**src/rtl/dm_access_ctrl_pkg.sv**
```systemverilog
// Shared types and decode helpers for the MEM-stage data memory sequencer.
package dm_access_ctrl_pkg;

    localparam int unsigned INSTR_W = 6;
    localparam int unsigned DATA_W  = 32;
    localparam int unsigned BE_W    = 4;

    localparam logic [INSTR_W-1:0] INSTR_LB = 6'h20;
    localparam logic [INSTR_W-1:0] INSTR_LH = 6'h21;
    localparam logic [INSTR_W-1:0] INSTR_LW = 6'h23;
    localparam logic [INSTR_W-1:0] INSTR_SB = 6'h28;
    localparam logic [INSTR_W-1:0] INSTR_SH = 6'h29;
    localparam logic [INSTR_W-1:0] INSTR_SW = 6'h2b;

    typedef enum logic [1:0] {
        DMC_IDLE = 2'd0,
        DMC_BUSY = 2'd1,
        DMC_DONE = 2'd2
    } dmc_state_e;

    typedef struct packed {
        logic              we;
        logic [BE_W-1:0]   be;
        logic [DATA_W-1:0] addr;
        logic [DATA_W-1:0] wdata;
    } dm_req_t;

    function automatic logic is_load(input logic [INSTR_W-1:0] instr);
        return (instr == INSTR_LW) || (instr == INSTR_LH) || (instr == INSTR_LB);
    endfunction

    function automatic logic is_store(input logic [INSTR_W-1:0] instr);
        return (instr == INSTR_SW) || (instr == INSTR_SH) || (instr == INSTR_SB);
    endfunction

    // Word accesses need both low bits clear, halves only bit 0; bytes always pass.
    function automatic logic addr_aligned(input logic [INSTR_W-1:0] instr,
                                          input logic [1:0]         lo);
        logic ok;
        case (instr)
            INSTR_LW, INSTR_SW: ok = (lo == 2'b00);
            INSTR_LH, INSTR_SH: ok = ~lo[0];
            default:            ok = 1'b1;
        endcase
        return ok;
    endfunction

    // Byte enables and lane-replicated write data for one access.
    function automatic dm_req_t build_req(input logic [INSTR_W-1:0] instr,
                                          input logic [DATA_W-1:0]  addr,
                                          input logic [DATA_W-1:0]  data);
        dm_req_t r;
        r.we    = 1'b0;
        r.be    = 4'b1111;
        r.addr  = {addr[DATA_W-1:2], 2'b00};
        r.wdata = '0;
        case (instr)
            INSTR_SW: begin
                r.we    = 1'b1;
                r.wdata = data;
            end
            INSTR_SH: begin
                r.we    = 1'b1;
                r.be    = addr[1] ? 4'b1100 : 4'b0011;
                r.wdata = {2{data[15:0]}};
            end
            INSTR_SB: begin
                r.we    = 1'b1;
                r.be    = 4'b0001 << addr[1:0];
                r.wdata = {4{data[7:0]}};
            end
            default: ;
        endcase
        return r;
    endfunction

endpackage

```
**src/rtl/dm_access_ctrl_load_extend.sv**
```systemverilog
// Selects the addressed half/byte of a read word and sign-extends it.
module dm_access_ctrl_load_extend
    import dm_access_ctrl_pkg::*;
(
    input  logic [DATA_W-1:0]  rdata,
    input  logic [1:0]         addr_lo,
    input  logic [INSTR_W-1:0] instr,
    output logic [DATA_W-1:0]  data
);

    logic [15:0] half_sel;
    logic [7:0]  byte_sel;

    always_comb begin
        half_sel = addr_lo[1] ? rdata[31:16] : rdata[15:0];
        case (addr_lo)
            2'd0:    byte_sel = rdata[7:0];
            2'd1:    byte_sel = rdata[15:8];
            2'd2:    byte_sel = rdata[23:16];
            default: byte_sel = rdata[31:24];
        endcase
        case (instr)
            INSTR_LH: data = {{16{half_sel[15]}}, half_sel};
            INSTR_LB: data = {{24{byte_sel[7]}}, byte_sel};
            default:  data = rdata;
        endcase
    end

endmodule

```
**src/rtl/dm_access_ctrl.sv**
```systemverilog
// MEM-stage data memory sequencer: decodes, aligns and issues one req/ack access,
// stalling the pipeline until the memory answers or the wait budget runs out.
module dm_access_ctrl
    import dm_access_ctrl_pkg::*;
#(
    parameter int unsigned MAX_WAIT = 16
) (
    input  logic                clk,
    input  logic                reset,
    input  logic                mem_valid,
    input  logic [INSTR_W-1:0]  mem_instr,
    input  logic [DATA_W-1:0]   mem_addr,
    input  logic [DATA_W-1:0]   mem_wdata,
    input  logic                flush,
    output logic                stall,
    output logic [DATA_W-1:0]   ld_data,
    output logic                adel,
    output logic                ades,
    output logic                bus_err,
    output logic                dm_req,
    output logic                dm_we,
    output logic [BE_W-1:0]     dm_be,
    output logic [DATA_W-1:0]   dm_addr,
    output logic [DATA_W-1:0]   dm_wdata,
    input  logic                dm_ack,
    input  logic [DATA_W-1:0]   dm_rdata
);

    localparam int unsigned     CNT_W    = (MAX_WAIT > 0) ? $clog2(MAX_WAIT + 1) : 1;
    localparam logic [CNT_W-1:0] CNT_LAST = CNT_W'((MAX_WAIT > 0) ? MAX_WAIT - 1 : 0);

    dmc_state_e         state;
    logic [INSTR_W-1:0] instr_q;
    logic [1:0]         addr_lo_q;
    logic               kill;
    logic [CNT_W-1:0]   wait_cnt;

    logic               is_ld;
    logic               is_st;
    logic               aligned;
    logic               go;
    logic               killed;
    logic               timeout;
    dm_req_t            req_next;
    logic [DATA_W-1:0]  ext_data;

    assign is_ld    = is_load(mem_instr);
    assign is_st    = is_store(mem_instr);
    assign aligned  = addr_aligned(mem_instr, mem_addr[1:0]);
    assign go       = mem_valid & (is_ld | is_st) & aligned & ~flush;
    assign adel     = mem_valid & is_ld & ~aligned;
    assign ades     = mem_valid & is_st & ~aligned;
    assign stall    = ((state == DMC_IDLE) & go) | (state == DMC_BUSY);
    assign req_next = build_req(mem_instr, mem_addr, mem_wdata);
    // A flush in the ack/timeout cycle itself must also suppress DONE.
    assign killed   = kill | flush;
    assign timeout  = (MAX_WAIT != 0) && (wait_cnt == CNT_LAST) && !dm_ack;

    dm_access_ctrl_load_extend u_load_extend (
        .rdata   (dm_rdata),
        .addr_lo (addr_lo_q),
        .instr   (instr_q),
        .data    (ext_data)
    );

    always_ff @(posedge clk) begin
        if (reset) begin
            state     <= DMC_IDLE;
            dm_req    <= 1'b0;
            dm_we     <= 1'b0;
            dm_be     <= '0;
            dm_addr   <= '0;
            dm_wdata  <= '0;
            ld_data   <= '0;
            bus_err   <= 1'b0;
            instr_q   <= '0;
            addr_lo_q <= '0;
            kill      <= 1'b0;
            wait_cnt  <= '0;
        end else begin
            bus_err <= 1'b0;
            case (state)
                DMC_IDLE: begin
                    if (go) begin
                        dm_req    <= 1'b1;
                        dm_we     <= req_next.we;
                        dm_be     <= req_next.be;
                        dm_addr   <= req_next.addr;
                        dm_wdata  <= req_next.wdata;
                        instr_q   <= mem_instr;
                        addr_lo_q <= mem_addr[1:0];
                        kill      <= 1'b0;
                        wait_cnt  <= '0;
                        state     <= DMC_BUSY;
                    end
                end
                DMC_BUSY: begin
                    // Request fields stay frozen; only completion or timeout ends the access.
                    wait_cnt <= wait_cnt + CNT_W'(1);
                    if (flush) kill <= 1'b1;
                    if (dm_ack) begin
                        dm_req <= 1'b0;
                        if (killed) begin
                            state <= DMC_IDLE;
                        end else begin
                            ld_data <= dm_we ? '0 : ext_data;
                            state   <= DMC_DONE;
                        end
                    end else if (timeout) begin
                        dm_req <= 1'b0;
                        if (killed) begin
                            state <= DMC_IDLE;
                        end else begin
                            bus_err <= 1'b1;
                            ld_data <= '0;
                            state   <= DMC_DONE;
                        end
                    end
                end
                DMC_DONE: state <= DMC_IDLE;
                default:  state <= DMC_IDLE;
            endcase
        end
    end

endmodule

```
**config.mk**
```make
export PLATFORM = sky130hd
export DESIGN_NAME = dm_access_ctrl
export DESIGN_NICKNAME = d
export VERILOG_FILES = /design/src/rtl/dm_access_ctrl_pkg.sv /design/src/rtl/dm_access_ctrl_load_extend.sv /design/src/rtl/dm_access_ctrl.sv
export SDC_FILE = /design/constraint.sdc
export NUM_CORES = 1
export LEC_CHECK = 0
export ABC_AREA = 0
export BUFFER_PORTS_ARGS = -buffer_cell sky130_fd_sc_hd__buf_4
export CAP_MARGIN = 20
export CORE_MARGIN = 2
export CORE_UTILIZATION = 52
export DETAILED_ROUTE_END_ITERATION = 12
export PLACE_DENSITY = 0.85
export SLEW_MARGIN = 15
export SYNTH_ARGS = -nofsm -noshare
export SYNTH_HDL_FRONTEND = slang
export SYNTH_SLANG_ARGS = --single-unit
export TNS_END_PERCENT = 20
```
**constraint.sdc**
```tcl
create_clock -name clk -period 4.3 [get_ports clk]
set_input_delay 0.215 -clock clk [delete_from_list [all_inputs] [get_ports clk]]
set_output_delay 0.215 -clock clk [all_outputs]
set_load 0.05 [all_outputs]
```
==> results.json, run 1 <==
{
  "dp.final_hpwl_mm": 11.4,
  "numClockSinks": 117,
  "io_pins": 213,
  "synth-compound-area-share_pct": 25.5,
  "cts_buffers": 17,
  "avgSynthCellArea_sq_um": 8.35,
  "synth-xor-area-share_pct": 0.166,
  "min_path_cells": 3,
  "fin_ws_ps": 1610,
  "syn_area_sq_mm": 0.00528,
  "syn_to_final_growth_pct": 54.0,
  "gp_congestion": 0.889,
  "powerDensity_mw_per_mm2": 381,
  "synth.most_common_cell": "dfxtp_1",
  "min_path_type": "input pin to register",
  "synth_edf_count": 0,
  "clock_latency_ps": 520,
  "cts_setup_buffers": 0,
  "h-tree-depth": 4,
  "drcViolationCount": 0,
  "dp.cells": 922,
  "ant_nets": 0,
  "core_sq_mm": 0.00982,
  "final_util_pct": 82.9,
  "dieArea_sq_mm": 0.0110,
  "layout.cells.non_filler": 1015,
  "reg2reg_depth": 4,
  "status": "finished clean",
  "fin_worst_skew_ps": 12.1,
  "via_per_inst": 6.04,
  "timing.fmax_mhz": 372,
  "io_buffers": 210,
  "slew_headroom_pct": 25.7,
  "synthTopCellsByCount": "dfxtp_1, o21ai_0, a21oi_1, nand2_1",
  "seq_area_frac_synth_pct": 44.3,
  "cp.required_ps": 4090,
  "path_cells": "dlygate4sd3_1, buf_4, nor4b_4, o21a_2, nand2_1, nand2_1, buf_4",
  "fp-row-count": 36,
  "syn-instance-count": 633,
  "cpPeakStageDelay_ps": 670,
  "fin_crit_ps": 2690,
  "cts_tree": "yes",
  "drt_wl_total_mm": 19.5,
  "grt_pass1_vias": 5952,
  "track_usage_pct": 34.1,
  "crit_path_top_delay_cell": "o21a_2",
  "grtUsageMet1_pct": 39.4,
  "grt_pass1_wl_mm": 30.3,
  "crit_path_end_kind": "output port",
  "grt_use_met3_pct": 8.98,
  "routedWlPerCell_um": 19.2,
  "path_max_fanout": 36,
  "synth_flop_cell": "dfxtp_1",
  "crit_type": "input pin to output port",
  "async_flop_share_pct": 0,
  "post-route-period-util_pct": 62.6,
  "final_cell_area_sq_mm": 0.00814,
  "worstMarginPinSlew_ps": 1110,
  "drv_cap": 0,
  "via_count": 6133,
  "fin_tns_setup_ps": 0,
  "whs_ps": 12.4,
  "pre_cts_slack_ps": 1690,
  "crit_arrival_ps": 2480,
  "overflow": 0,
  "ys_types": 51,
  "drv_slew": 0,
  "ys_ff_latch": 117,
  "cts_root_buf": "clkbuf_8",
  "synth_top_family_by_area": "compound AO/OA/AOI/OAI gates",
  "synth_area_leaders": "dfxtp_1, o21ai_0, a21oi_1",
  "first_pass_iters": 5,
  "place_area_sq_mm": 0.00682,
  "yosys_warnings": 0,
  "setup_viol": 0,
  "ir_drop_v": 0.000339,
  "final_nets": 977,
  "grt-busiest-layer": "met2",
  "cp-start-kind": "input pin",
  "synth_mux_area_share_pct": 3.62,
  "cts_buffer_depth": 2,
  "synth-simple-area-share_pct": 20.3,
  "grt_max_degree": 73,
  "finalHoldViolations": 0,
  "start_util_pct": 53.8,
  "globalRouteMet2Util_pct": 58.4,
  "antenna_found_initial": 1,
  "synth_top_cell_by_area": "dfxtp_1",
  "p_leak_nw": 3.31,
  "die_y_um": 105,
  "power_mw": 3.10,
  "drive_above_1_share_pct": 30.8,
  "synth_top_cell_area_share_pct": 44.3,
  "rsz0062_at_grt": "no",
  "die_w_um": 105,
  "drt_iter0_drc": 432,
  "path_clk_slew_ps": 60,
  "synth_adder_area_share_pct": 0.474
}
layout by cell type, fill, tap and decap left out, types with 3 or more instances in the layout:
| cell | instances |
|---|---|
| mux2i_1 | 18 |
| clkbuf_16 | 16 |
| nor2_1 | 30 |
| clkbuf_8 | 3 |
| o2bb2ai_1 | 8 |
| a21oi_1 | 76 |
| and2_1 | 9 |
| o21ai_2 | 10 |
| bufinv_16 | 8 |
| nand4_1 | 18 |
| or3_1 | 7 |
| o31ai_1 | 8 |
| a22oi_1 | 8 |
| and3_1 | 10 |
| o211ai_1 | 3 |
| dfxtp_1 | 117 |
| inv_1 | 4 |
| buf_4 | 214 |
| nand2_1 | 58 |
| or4_1 | 16 |
| a311oi_1 | 4 |
| dlygate4sd3_1 | 60 |
| o21ai_0 | 84 |
| nand2b_1 | 3 |
| a32oi_1 | 8 |
| nand3_1 | 35 |
| nor3_1 | 3 |
| nor2b_1 | 3 |
final timing paths:
kind	start	to	slack, ps
min	mem_addr[1]	addr_lo_q[1]	10
min reg2reg	ld_data[29]	ld_data[29]	460
max	flush	stall	1610
max reg2reg	state[0]	ld_data[20]	1790
final cells by class:
type	count	area (sq um)
Timing Repair Buffer	274	2210
Tap cell	133	166
Clock buffer	20	445
Multi-Input combinational cell	452	2680
Fill cell	574	1680
Sequential cell	117	2340
Clock inverter	12	273
Inverter	6	22.5
Antenna cell	1	2.50
timing repair:
item | CTS | global route
gates resized for setup | 0 | 0
hold buffers | 60 | 0
hold endpoints to repair | 60 | 0
cell families (layout without fill, tap and decap cells):
family / count (synthesis) / in the layout
other: 1 / 3
XOR/XNOR: 1 / 1
multiplexers: 19 / 19
AO/OA/AOI/OAI: 224 / 224
flip-flops: 117 / 117
buffers and inverters: 65 / 312
adder cells (fa/ha/maj): 2 / 2
AND/OR/NAND/NOR: 204 / 204
power by group:
group	switching, mW	leakage, nW	internal (mW)
Combinational	0.154	2.03	0.133
Clock	0.510	0.342	1.21
Sequential	0.00303	0.942	1.09
worst max-delay path: cells and delay by family:
| family | cells | cell delay [ps] |
|---|---|---|
| buffers and inverters | 3 | 910 |
| and+or+nand+nor | 3 | 670 |
| AOI/OAI and AO/OA | 1 | 670 |
flip-flops by register name, indices dropped and copies added, names as in the netlist:
register / cells
wait_cnt: 5
dm_addr: 30
dm_req: 1
bus_err: 1
dm_we: 1
dm_be: 4
ld_data: 32
state: 2
kill: 1
instr_q: 6
addr_lo_q: 2
dm_wdata: 32
per-layer routing:
metal	routed length [um]	part of all wire (%)	up-vias
met4	760	3.9	0
li1	-	-	2791
met3	1810	9.3	77
met5	0	0	-
met1	7310	37	2868
met2	9650	49	397
(Power assumes the default switching activity.)
==> inputs of run 2 (changes only) <==
CORE_UTILIZATION = 49   (was 52)
PLACE_DENSITY = 0.81   (was 0.85)
clock period = 2.6 ns   (was 4.3 ns; I/O delays follow)
==> results.json, run 2 (synthesized netlist as in run 1, its figures left out) <==
{
  "ant_nets": 0,
  "overflow": 0,
  "io_buffers": 210,
  "io_pins": 213,
  "cts_tree": "yes",
  "grt_max_degree": 73,
  "grt_pass1_vias": 5840,
  "syn_to_final_growth_pct": 54.9,
  "drive_above_1_share_pct": 30.8,
  "first_pass_iters": 5,
  "die_w_um": 108,
  "num-fill-cells": 674,
  "cts_buffer_depth": 2,
  "dp.cells": 936,
  "place_area_sq_mm": 0.00690,
  "final_common_cell": "buf_4",
  "final_nets": 1002,
  "post-route-period-util_pct": 90.4,
  "drv_cap": 0,
  "path_max_fanout": 21,
  "r2r_start": "wait_cnt[0]",
  "multi_input_area_sq_mm": 0.00268,
  "pre_cts_slack_ps": 512,
  "start_util_pct": 50.7,
  "setup_viol": 0,
  "drcViolationCount": 0,
  "clock_latency_ps": 500,
  "power_mw": 4.44,
  "whs_ps": 14.6,
  "grt_pass1_wl_mm": 29.3,
  "drt_wl_total_mm": 19.1,
  "dp.final_hpwl_mm": 11.9,
  "slew_headroom_pct": 51.4,
  "timing.fmax_mhz": 426,
  "via_per_inst": 5.87,
  "track_usage_pct": 31.9,
  "n_antenna_cell": 0,
  "cts_resized": 0,
  "die_y_um": 108,
  "cts_buffers": 17,
  "fp-row-count": 37,
  "drv_slew": 0,
  "ir_drop_v": 0.000463,
  "final_util_pct": 78.6,
  "layout.cells.non_filler": 1041,
  "final_cell_area_sq_mm": 0.00818,
  "crit_path_end_kind": "output port",
  "worstMarginPinSlew_ps": 729,
  "powerDensity_mw_per_mm2": 543,
  "cp-start-kind": "register",
  "drt_iter0_drc": 487,
  "cts_setup_buffers": 0,
  "regArea_sq_mm": 0.00234,
  "crit_arrival_ps": 2220,
  "cts_root_buf": "clkbuf_8",
  "status": "finished clean",
  "crit_path_start": "state[0]",
  "min_path_type": "input pin to register",
  "h-tree-depth": 4,
  "top_regs": "dm_wdata: 32 flops, ld_data: 32 flops, dm_addr: 30 flops",
  "finalHoldViolations": 0,
  "routedWlPerCell_um": 18.4,
  "antenna_found_initial": 0,
  "via_count": 6106,
  "layout_common_cells": "buf_4, dfxtp_1, o21ai_0",
  "fin_ws_ps": 251,
  "fin_crit_ps": 2350,
  "crit_type": "register to output port",
  "ctsHoldBuffers": 74,
  "fin_worst_skew_ps": 12.0,
  "path_clk_slew_ps": 50,
  "dieArea_sq_mm": 0.0116,
  "fin_tns_setup_ps": 0,
  "core_sq_mm": 0.0104,
  "gp_congestion": 0.913,
  "cp.required_ps": 2470,
  "rsz0062_at_grt": "no",
  "numClockSinks": 117,
  "p_leak_nw": 3.35,
  "min_from": "reset"
}
run 2: cell types whose count changed in the layout (fill, tap and decap cells not counted), sizes merged:
cell,before,now
buf,214,225
bufinv,8,1
clkbuf,20,22
clkinv,4,8
diode,1,0
dlygate4sd3,60,74
run 2: cell type report:
class	count	area share, %
multi-input cells	452	32.7
repair buffers	299	29.7
flip-flops and latches	117	28.6
clock buffers	22	5.66
well taps	136	2.08
clock inverters	9	0.963
inverters	6	0.275
run 2: worst max-delay path: stages (launching register included):
cell and delay [ps]:
dfxtp_1 340, nor4b_4 400, o21a_2 510, nand2_1 160, nand2_1 110, buf_4 200
run 2: final timing paths:
path	endpoint	slack (ps)	depth (start not counted)
max reg2reg	ld_data[2]	480	8
max	stall	250	5
min	state[1]	10	3
min reg2reg	ld_data[31]	460	2
run 2: metal layers:
metal / global-route usage (%) / part of all wire (%)
met2: 52.7 / 49
met4: 14.6 / 3.1
met5: 0 / 0
met1: 38.6 / 39
met3: 8.54 / 8.2
run 2: power by group:
group          switching [mW]  total, mW  internal, mW
clock                   0.810       2.14          1.33
sequential            0.00432       1.80          1.80
combinational           0.258      0.497         0.239
